### src/rtl/pwm_channel_bank.sv
// Multi-channel PWM: one shared period counter feeding per-channel double-buffered compare stages.
// Define PWM_CENTER_ALIGN_EN to build up/down (center-aligned) counting selected by centerMode.
module pwm_channel_bank #(
    parameter int CHANNELS = 4,
    parameter int WIDTH    = 16
) (
    input  logic                        clk,
    input  logic                        rst,
    input  logic                        enable,
    input  logic [WIDTH-1:0]            top,
    input  logic                        centerMode,
    input  logic [CHANNELS-1:0]         channelEnable,
    input  logic [CHANNELS-1:0]         invert,
    input  logic [CHANNELS*WIDTH-1:0]   compareValues,
    output logic [WIDTH-1:0]            counterValue,
    output logic                        periodStart,
    output logic [CHANNELS-1:0]         pwm_out,
    output logic [CHANNELS-1:0]         compareRise,
    output logic [CHANNELS-1:0]         compareFall
);

    logic [WIDTH-1:0]                 cnt_q, cnt_d;
    logic [WIDTH-1:0]                 top_q, top_d;
    logic                             dir_d;
    logic                             load;
    logic [CHANNELS-1:0][WIDTH-1:0]   cmp_q, cmp_d;
    logic [CHANNELS-1:0]              state_q, state_d;
    logic [CHANNELS-1:0]              last_q;
    logic [CHANNELS-1:0]              rise_q, fall_q;
    logic                             period_q, period_d;

`ifdef PWM_CENTER_ALIGN_EN
    logic                             dir_q;
    logic                             mode_q, mode_d;
`else
    logic                             unused_center;
    assign unused_center = centerMode;
`endif

    // Next counter value; a zero top or a disabled bank pins the counter at 0 going "up".
    always_comb begin
        cnt_d = '0;
        dir_d = 1'b0;
        if (enable && (top_q != '0)) begin
`ifdef PWM_CENTER_ALIGN_EN
            if (mode_q) begin
                if (!dir_q) begin
                    cnt_d = cnt_q + 1'b1;
                    dir_d = (cnt_d == top_q);
                end else begin
                    cnt_d = cnt_q - 1'b1;
                    dir_d = (cnt_d != '0);
                end
            end else begin
                cnt_d = (cnt_q == top_q) ? '0 : cnt_q + 1'b1;
            end
`else
            cnt_d = (cnt_q == top_q) ? '0 : cnt_q + 1'b1;
`endif
        end
    end

    // Shadow registers only reload at the start of a period, never mid-period.
    assign load     = (cnt_d == '0) && !dir_d;
    assign top_d    = load ? top : top_q;
    assign period_d = enable && load;

`ifdef PWM_CENTER_ALIGN_EN
    assign mode_d = load ? centerMode : mode_q;
`endif

    genvar gi;
    generate
        for (gi = 0; gi < CHANNELS; gi++) begin : g_chan
            assign cmp_d[gi]   = load ? compareValues[gi*WIDTH +: WIDTH] : cmp_q[gi];
            assign state_d[gi] = channelEnable[gi] & enable & (cnt_d < cmp_d[gi]);
        end
    endgenerate

    always_ff @(posedge clk or posedge rst) begin
        if (rst) begin
            cnt_q    <= '0;
            top_q    <= '0;
            cmp_q    <= '0;
            state_q  <= '0;
            last_q   <= '0;
            rise_q   <= '0;
            fall_q   <= '0;
            period_q <= 1'b0;
        end else begin
            cnt_q    <= cnt_d;
            top_q    <= top_d;
            cmp_q    <= cmp_d;
            state_q  <= state_d;
            last_q   <= state_q;
            rise_q   <= state_q & ~last_q;
            fall_q   <= last_q & ~state_q;
            period_q <= period_d;
        end
    end

`ifdef PWM_CENTER_ALIGN_EN
    always_ff @(posedge clk or posedge rst) begin
        if (rst) begin
            dir_q  <= 1'b0;
            mode_q <= 1'b0;
        end else begin
            dir_q  <= dir_d;
            mode_q <= mode_d;
        end
    end
`endif

    assign counterValue = cnt_q;
    assign periodStart  = period_q;
    assign pwm_out      = state_q ^ invert;
    assign compareRise  = rise_q;
    assign compareFall  = fall_q;

endmodule

### config.mk
export PLATFORM = sky130hd
export DESIGN_NAME = pwm_channel_bank
export DESIGN_NICKNAME = d
export VERILOG_FILES = /design/src/rtl/pwm_channel_bank.sv
export SDC_FILE = /design/constraint.sdc
export NUM_CORES = 1
export LEC_CHECK = 0
export ABC_AREA = 1
export BUFFER_PORTS_ARGS = -buffer_cell sky130_fd_sc_hd__buf_2
export CAP_MARGIN = 0
export CORE_UTILIZATION = 35
export CTS_CLUSTER_SIZE = 24
export DETAILED_ROUTE_END_ITERATION = 10
export GPL_TIMING_DRIVEN = 0
export PLACE_DENSITY = 0.63
export SETUP_SLACK_MARGIN = 0.2
export SKIP_LAST_GASP = 1
export SLEW_MARGIN = 10
export SYNTH_ARGS = -nofsm -noshare
export SYNTH_HDL_FRONTEND = slang
export SYNTH_SLANG_ARGS = --single-unit
export TNS_END_PERCENT = 100
### constraint.sdc
create_clock -name clk -period 7 [get_ports clk]
set_clock_uncertainty 0.1 [all_clocks]
set_input_delay 1.4 -clock clk [delete_from_list [all_inputs] [get_ports clk]]
set_output_delay 1.4 -clock clk [all_outputs]
set_load 0.05 [all_outputs]
Word level (Yosys, flattened, before mapping)
Cells that the tools add are included.
{ "totals": {"input_bits": 92, "ff_bits": 113, "output_inout_bits": 29} }
{ "classes": {"add_sub_neg": 1, "bitwise": 13, "mux": 6, "eq_ne": 1, "reduce_logical": 4, "n_lt_le_gt_ge": 4} }
{ "op_table": {"columns": ["operator", "count"], "rows": [
  ["$mux W16", 6],
  ["$lt A16 B16 Y1", 4],
  ["$add A16 B1 Y16 const B", 1],
  ["$eq A16 B16 Y1", 1],
  ["$logic_not A16 Y1", 1],
  ["$reduce_bool A16 Y1", 1],
  ["$and A1 B1 Y1", 8],
  ["$and A4 B4 Y4", 2],
  ["$not A4 Y4", 2],
  ["$xor A4 B4 Y4", 1],
  ["$logic_and A1 B1 Y1", 2]
]} }

Logic depth before layout (Yosys ltp)
{ "depth": {"depth_word": 7, "mapped_depth": 24, "mapped_depth_nobuf": 21} }

Worst setup path after synthesis
OpenSTA, ideal clock, no wires.
{ "synth_timing": {"path_type": "input port to flip-flop", "startpoint": "in enable", "endpoint": "reg state_q[2]", "cell_stages": 18, "slack_ps": 3127, "setup_ps": 73, "t_arrival_ps": 3700, "path_buffers": 3, "t_required_ps": 6827, "cell_sequence": "nand2_1 buf_2 nor2_1 o21ai_1 nand2_1 nor2_2 nand3_2 buf_6 clkbuf_1 or2_0 o21ai_2 ha_1 a21oi_1 o21a_1 o211ai_1 nor3_1 o21ai_0 a21oi_2"} }
{ "synth_via": {"elab_chain_len": 6, "elab_cells_between_ends": 7, "cone_classes": "order compare (1); mux (2); bitwise (2); reduce/logical (2)"} }
{ "synth_rtl": {"columns": ["item", "line_no", "source"], "rows": [
  ["start: declaration", "9", "input logic enable,"],
  ["$logic_and A1 B1 Y1", "44", "if (enable && (top_q != '0)) begin"],
  ["$mux W16", "44", null],
  ["$logic_not A16 Y1", "64", "assign load = (cnt_d == '0) && !dir_d;"],
  ["$mux W16", "75", "assign cmp_d[gi] = load ? compareValues[gi*WIDTH +: WIDTH] : cmp_q[gi];"],
  ["$lt A16 B16 Y1", "76", "assign state_d[gi] = channelEnable[gi] & enable & (cnt_d < cmp_d[gi]);"],
  ["$and A1 B1 Y1 *", "76", null],
  ["net state_d[2]", "27", "logic [CHANNELS-1:0] state_q, state_d;"],
  ["end signal: assignment", "94", "state_q <= state_d;"],
  ["end: declaration", "27", null]
]} }
Mark *: on every way through the listed nets, which the timed path passes. The rest lies on a longest branch.
A chain may end at the register's enable or synchronous reset.

Worst setup path after layout
Same ends and word-level chain as after synthesis.

==> qor.csv <==
metric;value;unit
outcome;complete, no violations;
Critical Path RT;7230;ps
maximum VDD drop;0.000162;V
Min Clock Period, post-route;4220;ps
vias per cell;4.51;
Cell Area, Placed;7710;um^2
core footprint;18800;um^2
total grt overflow;0;
combinational power share;0.220;
Critical Path Max Stage Delay;350;ps
TritonCTS clock tree;done;
Finished Cell Area;8270;um^2
Storage cell area;2830;um^2
die area;19900;um^2
die width;141;um
Seq/Total Area, Yosys;0.418;
IO Pins;121;
Critical Path AT;4450;ps
multiplexer area fraction after synthesis;0;
Routability Congestion;0.829;
post-cts repair resize count;0;
combinational family with the most area after synthesis;simple AND/OR/NAND/NOR gates;
Cell Int Power;1.45;mW
Worst-path clk slew;50;ps
Syn Inst Count;815;
fill count;1882;
vias in the first global route;5461;
post-CTS setup buffers;0;
fin worst setup slack;2780;ps
CP Class;primary input to flip-flop;
final period utilization;0.603;
Syn Area/Cell;8.29;um^2
maximum clock insertion buffer count;2;
Ant. Diodes;0;
Max Clk Rate;237;MHz
max-slew violations;0;
crit-path max FO;10;
Net Count, Synth;968;
Cell Chain, Critical Path;buf_2 > nand2_1 > inv_1 > clkbuf_1 > nand3_1 > nand2_1 > nor2_1 > nand3_2 > buf_6 > clkbuf_1 > or2_0 > o21ai_2 > ha_1 > a21oi_1 > o21a_1 > o211ai_1 > nor3_1 > o21ai_0 > a21oi_2;
Leak;4.36;nW
row cnt;50;
Synth Area in XOR/XNOR;0.0130;
H-tree level count;4;
endpoints failing setup;0;
flops & latches, synth;113;
adder-cell share of the synthesized area;0.113;
part of the power in registers;0.385;
Sw Pwr;643;uW
most frequent cells in the layout;nand2_1 (168), buf_2 (128), dfrtp_1 (113);
DRT antenna net count;0;
Clock Latency Late Sink;410;ps
actual slew at the worst max-slew pin;954;ps
Crit. End Element;flip-flop;
pre-CTS setup slack;2380;ps
via count;5526;
Setup Total Neg Slack;0;ps
count of cell types in the netlist;32;
Die Ht;141;um
relative slew slack;0.359;
# nets final;1107;
PD cells;254;nW/um^2
Multi-input gate area;3270;um^2
unrepaired setup endpoints after global routing;false;
WL final;16500;um
number of max-cap violations;0;
Post-Synth Simple-Gate Area;0.231;
Net Sw Frac;0.307;
largest net degree at the start of global routing;65;
Synth-to-Final Area Change;22.4;%
Residual DRC;0;
DP Cell Count;1195;
YS warnings;0;
critical path's slowest cell;clkbuf_1;
Worst R2R Setup Slack;3130;ps
Cell Area, Synth;6760;um^2
Hold Vio Cnt, Final;0;
Sink Count;113;
Clk network pwr share;0.396;
post-synthesis compound-gate area fraction;0.127;
DRT Pass-1 Iters;4;
drt wl/cell;13.5;um
CTS Buf Count;17;
most common cell after layout, fill and taps aside;nand2_1;
first-pass GRT wire length;27600;um
Root Buffer;clkbuf_16;
initial detailed-routing violation count;267;
Starting Density;0.359;
startpoint types;primary input;
antenna violations before repair;0;
GRT Total Usage;0.182;
layout cells sized above 1;0.299;
PortBufs;119;
post-DP HPWL;12600;um
Post-CTS Hold Fix Bufs;0;
Final Non-Filler Cells;1226;
Worst Hold Class;flip-flop to flip-flop;
cells by family (layout without fill, tap and decap cells):
| family | count (synthesis) | in the layout |
|---|---|---|
| flops | 113 | 113 |
| buf+inv | 163 | 314 |
| xor+xnor | 10 | 10 |
| fa+ha+maj | 61 | 61 |
| simple gates | 341 | 341 |
| compound gates | 127 | 127 |
worst max-delay path, delay by kind of cell:
family | cells | cell delay [ps]
adders and majority gates | 1 | 320
and+or+nand+nor | 7 | 870
buffers and inverters | 5 | 1080
AOI/OAI and AO/OA | 6 | 740
cells in the mapped netlist, drive strengths merged:
cell,number,area share
nand2,172,0.098
inv,143,0.079
dfrtp,113,0.42
o21ai,89,0.093
ha,61,0.11
or2,60,0.056
nor2,58,0.036
nand3,28,0.023
a21oi,25,0.020
buf,14,0.014
nor3,12,0.0089
xor2,9,0.012
nand4,7,0.0065
clkbuf,6,0.0033
o211ai,5,0.0056
a211oi,4,0.0044
and2,4,0.0037
o21a,4,0.0044
xnor2,1,0.0013
registers in the layout (all words and copies together), names as in the netlist:
signal        count
counterValue     16
compareFall       4
last_q            4
cmp_q            64
compareRise       4
state_q           4
top_q            16
periodStart       1
stage by stage:
stage | hold slack [ps] | utilization | total power, mW
finish | 318 | 0.439 | 2.10
global route | 340 | 0.439 | 2.24
CTS | 322 | 0.439 | 2.13
detailed placement | 312 | 0.410 | 1.28
global placement | 308 | 0.408 | 1.27
floorplan | 300 | - | 1.16
power groups by stage:
stage                     combinational (mW)  clock (mW)  sequential, mW
after floorplan                        0.334           0           0.823
after global placement                 0.454           0           0.815
after detailed placement               0.466           0           0.817
after CTS                              0.470       0.850           0.808
after global routing                   0.535       0.885           0.818
final                                  0.461       0.830           0.807
final timing paths:
check / startpoint / to / cells past startpoint
worst min register to register: last_q[0]$_DFF_PP0_ / compareRise[0]$_DFF_PP0_ / 1
max in group asynchronous: rst / cmp_q[44]$_DFF_PP0_ / 3
worst max-delay path: enable / state_q[2]$_DFF_PP0_ / 19
min in group asynchronous: rst / top_q[15]$_DFFE_PP0P_ / 2
worst min-delay path: last_q[0]$_DFF_PP0_ / compareRise[0]$_DFF_PP0_ / 1
worst max register to register: counterValue[0]$_DFF_PP0_ / state_q[2]$_DFF_PP0_ / 22
layout make-up:
| type | count | share of cell area |
|---|---|---|
| Inverter | 143 | 0.0655 |
| Timing Repair Buffer | 120 | 0.0753 |
| Buffer | 20 | 0.0145 |
| Clock buffer | 21 | 0.0544 |
| Sequential cell | 113 | 0.342 |
| Tap cell | 260 | 0.0393 |
| Multi-Input combinational cell | 539 | 0.396 |
| Clock inverter | 10 | 0.0136 |
per-layer routing:
metal	vias to the layer above	wire length, um	GRT usage
met4	0	185	0.0446
met1	2541	8190	0.248
met2	111	7420	0.290
met5	-	0	0
li1	2859	-	-
met3	15	695	0.0428
Note: power is estimated with default switching activity, not from simulation.
